[config.mk]
export PLATFORM = sky130hd
export DESIGN_NAME = fwd_hazard_unit_flat
export DESIGN_NICKNAME = d
export VERILOG_FILES = /design/src/rtl/fwd_hazard_unit_if.sv /design/src/rtl/fwd_hazard_unit.sv /design/src/flat_wrapper.sv
export SDC_FILE = /design/constraint.sdc
export NUM_CORES = 1
export LEC_CHECK = 0
export CAP_MARGIN = 10
export CORE_MARGIN = 1
export CORE_UTILIZATION = 40
export CTS_CLUSTER_DIAMETER = 100
export DETAILED_ROUTE_END_ITERATION = 10
export PLACE_DENSITY_LB_ADDON = 0.15
export SLEW_MARGIN = 20
export SYNTH_ARGS = -nofsm -noshare
export SYNTH_HDL_FRONTEND = slang
export SYNTH_SLANG_ARGS = --single-unit
export TNS_END_PERCENT = 1
[constraint.sdc]
create_clock -name clk -period 4.1 [get_ports clk]
set_input_delay 0.82 -clock clk [delete_from_list [all_inputs] [get_ports clk]]
set_output_delay 0.82 -clock clk [all_outputs]
set_load 0.01 [all_outputs]
[src/rtl/fwd_hazard_unit_if.sv]
// fwd_hazard_unit_if
//   Bundles the ID-stage instruction description and the unit's results.
//   master : pipeline side (drives the ID instruction, flush, cnt_clr).
//   slave  : fwd_hazard_unit (drives stall, fwd_sel, stall_cnt).
//   Handshake: none. The ID inputs are sampled every clock while id_valid is
//   high. stall is combinational in the same cycle. fwd_sel belongs to the
//   instruction that entered EX at the last edge.
interface fwd_hazard_unit_if #(
  parameter int NREAD = 2,
  parameter int SELW  = 2,
  parameter int CNT_W = 16
);
  logic                  id_valid;
  logic [NREAD*5-1:0]    id_src;
  logic [NREAD-1:0]      id_src_used;
  logic [4:0]            id_rd;
  logic                  id_regwrite;
  logic                  id_is_load;
  logic                  flush;
  logic                  cnt_clr;
  logic                  stall;
  logic [NREAD*SELW-1:0] fwd_sel;
  logic [CNT_W-1:0]      stall_cnt;

  modport master (
    output id_valid, id_src, id_src_used, id_rd, id_regwrite, id_is_load,
           flush, cnt_clr,
    input  stall, fwd_sel, stall_cnt
  );

  modport slave (
    input  id_valid, id_src, id_src_used, id_rd, id_regwrite, id_is_load,
           flush, cnt_clr,
    output stall, fwd_sel, stall_cnt
  );
endinterface

[src/rtl/fwd_hazard_unit.sv]
// fwd_hazard_unit
//   Operand forwarding select and load-use stall detection for NREAD source
//   operands and NSTAGES forwarding sources. A shadow pipeline of in-flight
//   destinations (E0 = EX, P1..P(NSTAGES-1) = later stages) advances every
//   clock. A stall never freezes it; the stall only inserts a bubble into E0.
// Ports
//   clk, reset : pipeline clock, asynchronous active-high reset
//   bus        : fwd_hazard_unit_if.slave
//                in  id_valid, id_src, id_src_used, id_rd, id_regwrite,
//                    id_is_load, flush, cnt_clr
//                out stall (comb), fwd_sel (registered into EX),
//                    stall_cnt (saturating)
module fwd_hazard_unit #(
  parameter int NREAD      = 2,
  parameter int NSTAGES    = 2,
  parameter int LOAD_READY = 2,
  parameter int ZERO_REG   = 31,
  parameter int CNT_W      = 16
) (
  input  logic           clk,
  input  logic           reset,
  fwd_hazard_unit_if.slave bus
);

  localparam int SELW = ($clog2(NSTAGES + 1) < 1) ? 1 : $clog2(NSTAGES + 1);
  localparam logic [4:0] ZR = 5'(ZERO_REG);

  // Shadow entry j sits at forward index j+1.
  logic       sh_v  [NSTAGES];
  logic [4:0] sh_rd [NSTAGES];
  logic       sh_wr [NSTAGES];
  logic       sh_ld [NSTAGES];

  logic [SELW-1:0]       match_idx [NREAD];
  logic                  hz        [NREAD];
  logic                  any_hz;
  logic                  stall;
  logic                  kill;
  logic [NREAD*SELW-1:0] fwd_q;
  logic [CNT_W-1:0]      cnt_q;

  // Scan from oldest to youngest so the youngest matching producer wins.
  always_comb begin
    any_hz = 1'b0;
    for (int i = 0; i < NREAD; i++) begin
      match_idx[i] = '0;
      hz[i]        = 1'b0;
      for (int j = NSTAGES - 1; j >= 0; j--) begin
        if (sh_v[j] && sh_wr[j] && (sh_rd[j] != ZR) &&
            (sh_rd[j] == bus.id_src[5*i +: 5])) begin
          match_idx[i] = SELW'(j + 1);
          hz[i]        = sh_ld[j] && ((j + 1) < LOAD_READY);
        end
      end
      if (!bus.id_src_used[i] || (bus.id_src[5*i +: 5] == ZR)) begin
        match_idx[i] = '0;
        hz[i]        = 1'b0;
      end
      any_hz = any_hz | hz[i];
    end
  end

  // flush wins over a hazard: the killed instruction needs no data.
  assign stall = bus.id_valid && !bus.flush && any_hz;
  assign kill  = stall || bus.flush || !bus.id_valid;

  always_ff @(posedge clk or posedge reset) begin
    if (reset) begin
      for (int j = 0; j < NSTAGES; j++) begin
        sh_v[j]  <= 1'b0;
        sh_rd[j] <= 5'd0;
        sh_wr[j] <= 1'b0;
        sh_ld[j] <= 1'b0;
      end
      fwd_q <= '0;
      cnt_q <= '0;
    end else begin
      for (int j = NSTAGES - 1; j >= 1; j--) begin
        sh_v[j]  <= sh_v[j-1];
        sh_rd[j] <= sh_rd[j-1];
        sh_wr[j] <= sh_wr[j-1];
        sh_ld[j] <= sh_ld[j-1];
      end
      sh_v[0]  <= !kill;
      sh_rd[0] <= bus.id_rd;
      sh_wr[0] <= bus.id_regwrite;
      sh_ld[0] <= bus.id_is_load;

      for (int i = 0; i < NREAD; i++) begin
        fwd_q[SELW*i +: SELW] <= kill ? '0 : match_idx[i];
      end

      if (bus.cnt_clr) begin
        cnt_q <= '0;
      end else if (stall && (cnt_q != '1)) begin
        cnt_q <= cnt_q + 1'b1;
      end
    end
  end

  assign bus.stall     = stall;
  assign bus.fwd_sel   = fwd_q;
  assign bus.stall_cnt = cnt_q;

endmodule

[src/flat_wrapper.sv]
// flat-port wrapper written by rule: the top's interface ports become plain ports
module fwd_hazard_unit_flat 
#(
  parameter int NREAD      = 2,
  parameter int NSTAGES    = 2,
  parameter int LOAD_READY = 2,
  parameter int ZERO_REG   = 31,
  parameter int CNT_W      = 16
)
  (clk, reset, bus_id_valid, bus_id_src, bus_id_src_used, bus_id_rd, bus_id_regwrite, bus_id_is_load, bus_flush, bus_cnt_clr, bus_stall, bus_fwd_sel, bus_stall_cnt);
  fwd_hazard_unit_if #(.NREAD(NREAD), .SELW(2), .CNT_W(CNT_W)) bus_i ();
  input  logic clk;
  input  logic reset;
  input wire logic [$bits(bus_i.id_valid)-1:0] bus_id_valid;
  input wire logic [$bits(bus_i.id_src)-1:0] bus_id_src;
  input wire logic [$bits(bus_i.id_src_used)-1:0] bus_id_src_used;
  input wire logic [$bits(bus_i.id_rd)-1:0] bus_id_rd;
  input wire logic [$bits(bus_i.id_regwrite)-1:0] bus_id_regwrite;
  input wire logic [$bits(bus_i.id_is_load)-1:0] bus_id_is_load;
  input wire logic [$bits(bus_i.flush)-1:0] bus_flush;
  input wire logic [$bits(bus_i.cnt_clr)-1:0] bus_cnt_clr;
  output wire logic [$bits(bus_i.stall)-1:0] bus_stall;
  output wire logic [$bits(bus_i.fwd_sel)-1:0] bus_fwd_sel;
  output wire logic [$bits(bus_i.stall_cnt)-1:0] bus_stall_cnt;
  assign bus_i.id_valid = bus_id_valid;
  assign bus_i.id_src = bus_id_src;
  assign bus_i.id_src_used = bus_id_src_used;
  assign bus_i.id_rd = bus_id_rd;
  assign bus_i.id_regwrite = bus_id_regwrite;
  assign bus_i.id_is_load = bus_id_is_load;
  assign bus_i.flush = bus_flush;
  assign bus_i.cnt_clr = bus_cnt_clr;
  assign bus_stall = bus_i.stall;
  assign bus_fwd_sel = bus_i.fwd_sel;
  assign bus_stall_cnt = bus_i.stall_cnt;
  fwd_hazard_unit #(.NREAD(NREAD), .NSTAGES(NSTAGES), .LOAD_READY(LOAD_READY), .ZERO_REG(ZERO_REG), .CNT_W(CNT_W)) u_core (.clk(clk), .reset(reset), .bus(bus_i));
endmodule
==> results.py, run 1 <==
metrics = {
    "run_status": {
        "outcome": "finished clean",
    },
    "drt": {
        "vias": 1569,
        "via_per_inst": 5.664,
        "ant_nets": 0,
        "remaining_drc_errors": 0,
        "wl_um": 4370,
        "dr.first_iter.drc_count": 105,
        "first_pass_iters": 4,
        "wl_per_cell_um": 15.78,
    },
    "logic_synthesis": {
        "synth_seq_cells": 35,
        "synthesis.nets": 202,
        "synth_top_family_by_area": "simple AND/OR/NAND/NOR gates",
        "synth_commonest_cells": "dfrtp_1 (35), a21oi_1 (14), nand3_1 (14)",
        "synthArstFlopShare_pct": 100.0,
        "synthCells": 177,
        "synth_top_area_cell": "dfrtp_1",
        "netlist.area_leader.share_pct": 48.58,
        "yosysWarnings": 0,
        "yosysSeqAreaShare_pct": 48.58,
        "synthAdderAreaFrac_pct": 0.6940,
        "avgSynthCellArea_um2": 10.19,
        "synth.area.top_cells": "dfrtp_1 (49%), xnor2_1 (4.9%), xor2_1 (4.9%)",
        "synth_xor_area_share_pct": 9.715,
        "synth_ff_type": "dfrtp_1",
        "synth.most_common_cell": "dfrtp_1",
        "synth.distinct_cells": 31,
        "synth_mux_area_share_pct": 1.249,
        "synth_compound_area_share_pct": 13.05,
        "yosys.area_share.simple_pct": 24.36,
        "syn_area_um2": 1803,
        "synth_edf_count": 0,
    },
    "cells_and_area": {
        "drive_above_1_share_pct": 8.444,
        "area_delta_synth_final_pct": 32.89,
        "stdcell_area_um2": 2396,
        "n_antenna_cell": 0,
        "nNetsFinal": 249,
        "num-fill-cells": 380,
        "multi_input_area_um2": 884.6,
        "seq_area_um2": 875.8,
    },
    "sta": {
        "rsz0062_at_grt": "false",
        "fin_skew_ps": 8.223,
        "fin_crit_sh_pct": 86.02,
        "tightestPinTransition_ps": 665.3,
        "slew_headroom_pct": 55.51,
        "timing.final.max_slew_violations": 0,
        "hold_viol": 0,
        "fin_tns_setup_ps": 0,
        "fmax_mhz": 283.5,
        "setup_violations": 0,
        "period_needed_ps": 3527,
    },
    "grt": {
        "grt_max_degree": 36,
        "grt_antenna_before_repair": 0,
        "met1_usage_pct": 24.64,
        "met3_usage_pct": 4.532,
        "track_usage_pct": 19.66,
        "grt_overflow": 0,
        "use_met2_pct": 32.90,
        "grt-busiest-layer": "met2",
        "grt_pass1_wl_um": 7514,
        "grt_pass1_vias": 1588,
    },
    "place": {
        "place_hpwl_um": 3199,
        "place_congestion": 0.9105,
        "port_buffers": 44,
        "placed_area_um2": 2296,
    },
    "critical_path": {
        "crit_arrival_ps": 2710,
        "startpoint_type": "primary input",
        "critPathCaptureType": "primary output",
        "critPathKind": "in -> out",
        "cp.required_ps": 3280,
        "cp_max_fo": 3,
    },
    "cts": {
        "clk_latency_ps": 280,
        "clockBufferDepth": 2,
        "cts_root_buf": "clkbuf_8",
        "cts_sinks": 35,
        "cts_setup_buffers": 0,
        "numCtsBuffers": 5,
        "cts.reportedPaths.clkPinSlew_ps": 60,
        "cts_tree": "built",
        "cts_hold_buffers": 0,
        "cts.htree.levels": 2,
        "cts_resized": 0,
    },
    "floorplanning": {
        "coreArea_um2": 4354,
        "ios": 45,
        "rows": 24,
        "initial_utilization_pct": 41.41,
        "fp.dieH_um": 69.14,
        "die_w_um": 69.14,
        "die_area_um2": 4780,
    },
    "job": {
        "drv_cap": 0,
    },
    "worst_hold_path": {
        "hold_path.class": "reg -> reg",
    },
    "pwr": {
        "powerDensity_nw_per_um2": 293.4,
        "ir_drop_mv": 0.1411,
        "p_leak_nw": 0.9195,
    },
}
[cells by family after synthesis]
kind of cell	after synthesis
compound gates	37
xor+xnor	20
fa+ha+maj	1
buf+inv	9
flops	35
mux	2
simple gates	73
[path summary, 6_finish.rpt]
path,from,to,slack [ps],cells past startpoint
min reg2reg,u_core.sh_v[1]$_DFF_PP0_,u_core.sh_v[0]$_DFF_PP0_,410,0
min in group asynchronous,reset,u_core.bus.stall_cnt[5]$_DFFE_PP0P_,930,3
max reg2reg,u_core.bus.stall_cnt[0]$_DFFE_PP0P_,u_core.bus.stall_cnt[12]$_DFFE_PP0P_,1770,7
max,bus_id_src[2],bus_stall,570,7
max in group asynchronous,reset,u_core.bus.fwd_sel[3]$_DFF_PP0_,2850,3
min,u_core.sh_v[1]$_DFF_PP0_,u_core.sh_v[0]$_DFF_PP0_,410,0
[placed cells by master (no fill, tap or decap), types with 3 or more instances in the layout]
master	instances
and4_1	4
nand2_1	6
or4_1	8
xor2_1	10
and3_1	6
nor3_1	8
and2_1	3
buf_4	3
a21oi_1	14
dfrtp_1	35
xnor2_1	10
clkbuf_8	7
o21ai_0	9
nand3_1	14
o31ai_1	8
or3_1	5
clkdlybuf4s50_1	44
nor2b_1	4
nand4_1	9
[state kept, by name, summed over array words and instances, names as in the netlist]
signal / count
u_core.bus.stall_cnt: 16
u_core.sh_rd: 10
u_core.bus.fwd_sel: 4
u_core.sh_v: 2
u_core.sh_wr: 2
u_core.sh_ld: 1
[critical path: stages]
cell,delay [ps]
clkdlybuf4s50_1,480
xor2_1,180
nor3_2,230
nand3_1,100
o22a_1,230
nor2b_1,110
clkdlybuf4s50_1,540
[cell type report]
cell class	instances	share of cell area [%]
flip-flops and latches	35	36.55
clock buffers	8	4.178
multi-input cells	133	36.92
inverters	2	0.3133
well taps	52	2.715
repair buffers	47	19.32
[where the power goes]
part / total [mW] / internal (mW) / switching, mW
Clock: 0.268 / 0.153 / 0.115
Combinational: 0.0737 / 0.0366 / 0.0371
Sequential: 0.361 / 0.353 / 0.00839
Total: 0.703 / 0.543 / 0.160
[metrics by stage]
step / hold WS (ps) / cells / power (mW) / util [%] / setup WS, ps
finish: 408.8 / 277 / 0.7031 / 55.03 / 573.0
global route: 433.3 / 277 / 0.7379 / 55.03 / 474.9
CTS: 412.2 / 277 / 0.7141 / 55.03 / 564.6
detailed placement: 398.6 / 269 / 0.4421 / 52.73 / 574.1
global placement: 386.7 / 269 / 0.4401 / 52.73 / 589.0
floorplan: 374.4 / 177 / 0.4032 / - / 1417
[metal layers]
layer,up-vias,wire length (um)
met3,8,178
li1,757,-
met5,-,0
met2,43,2215
met4,0,74
met1,761,1902
Power figures use the tool's default switching activity.
==> run 2, diff against run 1 <==
--- a/config.mk
+++ b/config.mk
@@ -11,6 +11,7 @@
 export CTS_CLUSTER_DIAMETER = 100
 export DETAILED_ROUTE_END_ITERATION = 10
 export PLACE_DENSITY_LB_ADDON = 0.15
+export SKIP_CTS_REPAIR_TIMING = 1
 export SLEW_MARGIN = 20
 export SYNTH_ARGS = -nofsm -noshare
 export SYNTH_HDL_FRONTEND = slang
==> results of run 2 <==
No change in the layout: final DEF, timing and power equal those of run 1.
==> run 3, diff against run 2 <==
--- a/config.mk
+++ b/config.mk
@@ -6,6 +6,8 @@
 export NUM_CORES = 1
 export LEC_CHECK = 0
 export CAP_MARGIN = 10
+export CELL_PAD_IN_SITES_DETAIL_PLACEMENT = 0
+export CELL_PAD_IN_SITES_GLOBAL_PLACEMENT = 1
 export CORE_MARGIN = 1
 export CORE_UTILIZATION = 40
 export CTS_CLUSTER_DIAMETER = 100
==> results.py, run 3 (synthesis results as in run 1) <==
metrics = {
    "drt": {
        "remaining_drc_errors": 0,
        "ant_nets": 0,
        "first_pass_iters": 4,
        "wl_um": 4551,
        "dr.first_iter.drc_count": 75,
        "vias": 1589,
        "via_per_inst": 5.736,
        "wl_per_cell_um": 16.43,
    },
    "sta": {
        "fin_skew_ps": 3.596,
        "fmax_mhz": 285.2,
        "hold_viol": 0,
        "setup_violations": 0,
        "timing.final.max_slew_violations": 0,
        "fin_tns_setup_ps": 0,
        "rsz0062_at_grt": "false",
        "slew_headroom_pct": 55.00,
        "tightestPinTransition_ps": 672.9,
        "period_needed_ps": 3507,
        "fin_crit_sh_pct": 85.53,
    },
    "critical_path": {
        "crit_arrival_ps": 2690,
        "r2r_start": "u_core.bus.stall_cnt[0]$_DFFE_PP0P_",
        "critPathKind": "in -> out",
        "r2r-end": "u_core.bus.stall_cnt[12]$_DFFE_PP0P_",
        "cp.required_ps": 3280,
        "reg2regPathDepth": 7,
        "critPathCaptureType": "primary output",
        "cp_max_fo": 3,
        "startpoint_type": "primary input",
        "ff2ff_setup_slack_ps": 1780,
    },
    "cells_and_area": {
        "final_cell_mix": "clkdlybuf4s50_1 (44), dfrtp_1 (35), nand3_1 (14), a21oi_1 (14)",
        "num-fill-cells": 382,
        "area_delta_synth_final_pct": 32.48,
        "drive_above_1_share_pct": 8.889,
        "n_antenna_cell": 0,
        "nNetsFinal": 249,
        "layout_commonest_cell": "clkdlybuf4s50_1",
        "largest_reg_flops": 16,
        "instances_no_fill": 277,
    },
    "floorplanning": {
        "die_w_um": 69.14,
        "fp.dieH_um": 69.14,
        "coreArea_um2": 4354,
        "initial_utilization_pct": 41.41,
        "rows": 24,
        "ios": 45,
        "die_area_um2": 4780,
    },
    "place": {
        "port_buffers": 44,
        "dpl.cell_count": 269,
        "place_hpwl_um": 3278,
        "place_congestion": 0.9079,
    },
    "pwr": {
        "p_int_uw": 510.5,
        "ir_drop_mv": 0.1865,
        "clock_power_share_pct": 37.7,
        "p_leak_nw": 0.9088,
        "p_comb_share_pct": 10.5,
        "powerDensity_nw_per_um2": 292.2,
        "p_sw_share_pct": 26.85,
        "power.switching_uw": 187.4,
        "seqPwrFrac_pct": 51.7,
    },
    "grt": {
        "grt_pass1_wl_um": 7700,
        "grt_max_degree": 36,
        "track_usage_pct": 20.10,
        "grt_antenna_before_repair": 0,
        "grt_pass1_vias": 1630,
        "grt_overflow": 0,
    },
    "worst_hold_path": {
        "hold_path.startpoint": "u_core.sh_v[1]$_DFF_PP0_",
        "min_to": "u_core.sh_v[0]$_DFF_PP0_",
        "hold_path.class": "reg -> reg",
        "whs_path_depth": 0,
    },
    "run_status": {
        "outcome": "finished clean",
    },
    "cts": {
        "cts_sinks": 35,
        "numCtsBuffers": 5,
        "cts_root_buf": "clkbuf_8",
        "cts.htree.levels": 2,
        "clockBufferDepth": 2,
        "cts_tree": "built",
        "cts.reportedPaths.clkPinSlew_ps": 80,
        "clk_latency_ps": 290,
    },
    "job": {
        "drv_cap": 0,
    },
}
## run 3: critical path, stage by stage
cell,delay (ps)
clkdlybuf4s50_1,480
xor2_1,180
nor3_2,210
nand3_1,110
o22a_1,230
nor2b_1,120
clkdlybuf4s50_1,540
## run 3: layer usage
metal / global-route usage (%) / part of all wire, % / vias to the layer above
met4: 4.989 / 1.0 / 0
li1: - / - / 756
met2: 36.46 / 53 / 33
met5: 0 / 0 / -
met1: 22.99 / 42 / 794
met3: 5.848 / 3.6 / 6
## run 3: cell type report
cell class | instances | area [um^2] | area share [%]
clock inverters | 3 | 23.77 | 0.9953
inverters | 2 | 7.507 | 0.3143
clock buffers | 5 | 68.82 | 2.881
well taps | 52 | 65.06 | 2.724
flip-flops and latches | 35 | 875.8 | 36.67
repair buffers | 47 | 462.9 | 19.38
multi-input cells | 133 | 884.6 | 37.04
## run 3: per-stage QoR
stage | hold WS (ps) | worst slack, ps | util (%) | power (mW) | instance area [um^2]
detailed placement | 396.7 | 571.5 | 52.73 | 0.4424 | 2296
global route | 437.1 | 482.1 | 54.86 | 0.7269 | 2389
global placement | 389.0 | 592.0 | 52.73 | 0.4411 | 2296
finish | 411.1 | 593.1 | 54.86 | 0.6978 | 2389
floorplan | 374.4 | 1417 | - | 0.4032 | 1803
CTS | 417.7 | 568.9 | 54.86 | 0.7080 | 2389
## run 3: power by group through the flow
stage               sequential [mW]  clock [mW]  combinational, mW
floorplan                     0.365           0             0.0379
global placement              0.368           0             0.0732
detailed placement            0.368           0             0.0744
CTS                           0.361       0.272             0.0751
global route                  0.362       0.284             0.0809
finish                        0.361       0.263             0.0736
## run 3: worst max path at each step
stage / start / to / depth (start not counted)
global placement: bus_id_src[2] / bus_stall / 7
floorplan: bus_id_src[2] / bus_stall / 6
CTS: bus_id_src[2] / bus_stall / 7
global route: bus_id_src[6] / bus_stall / 7
detailed placement: bus_id_src[2] / bus_stall / 7
finish: bus_id_src[2] / bus_stall / 7
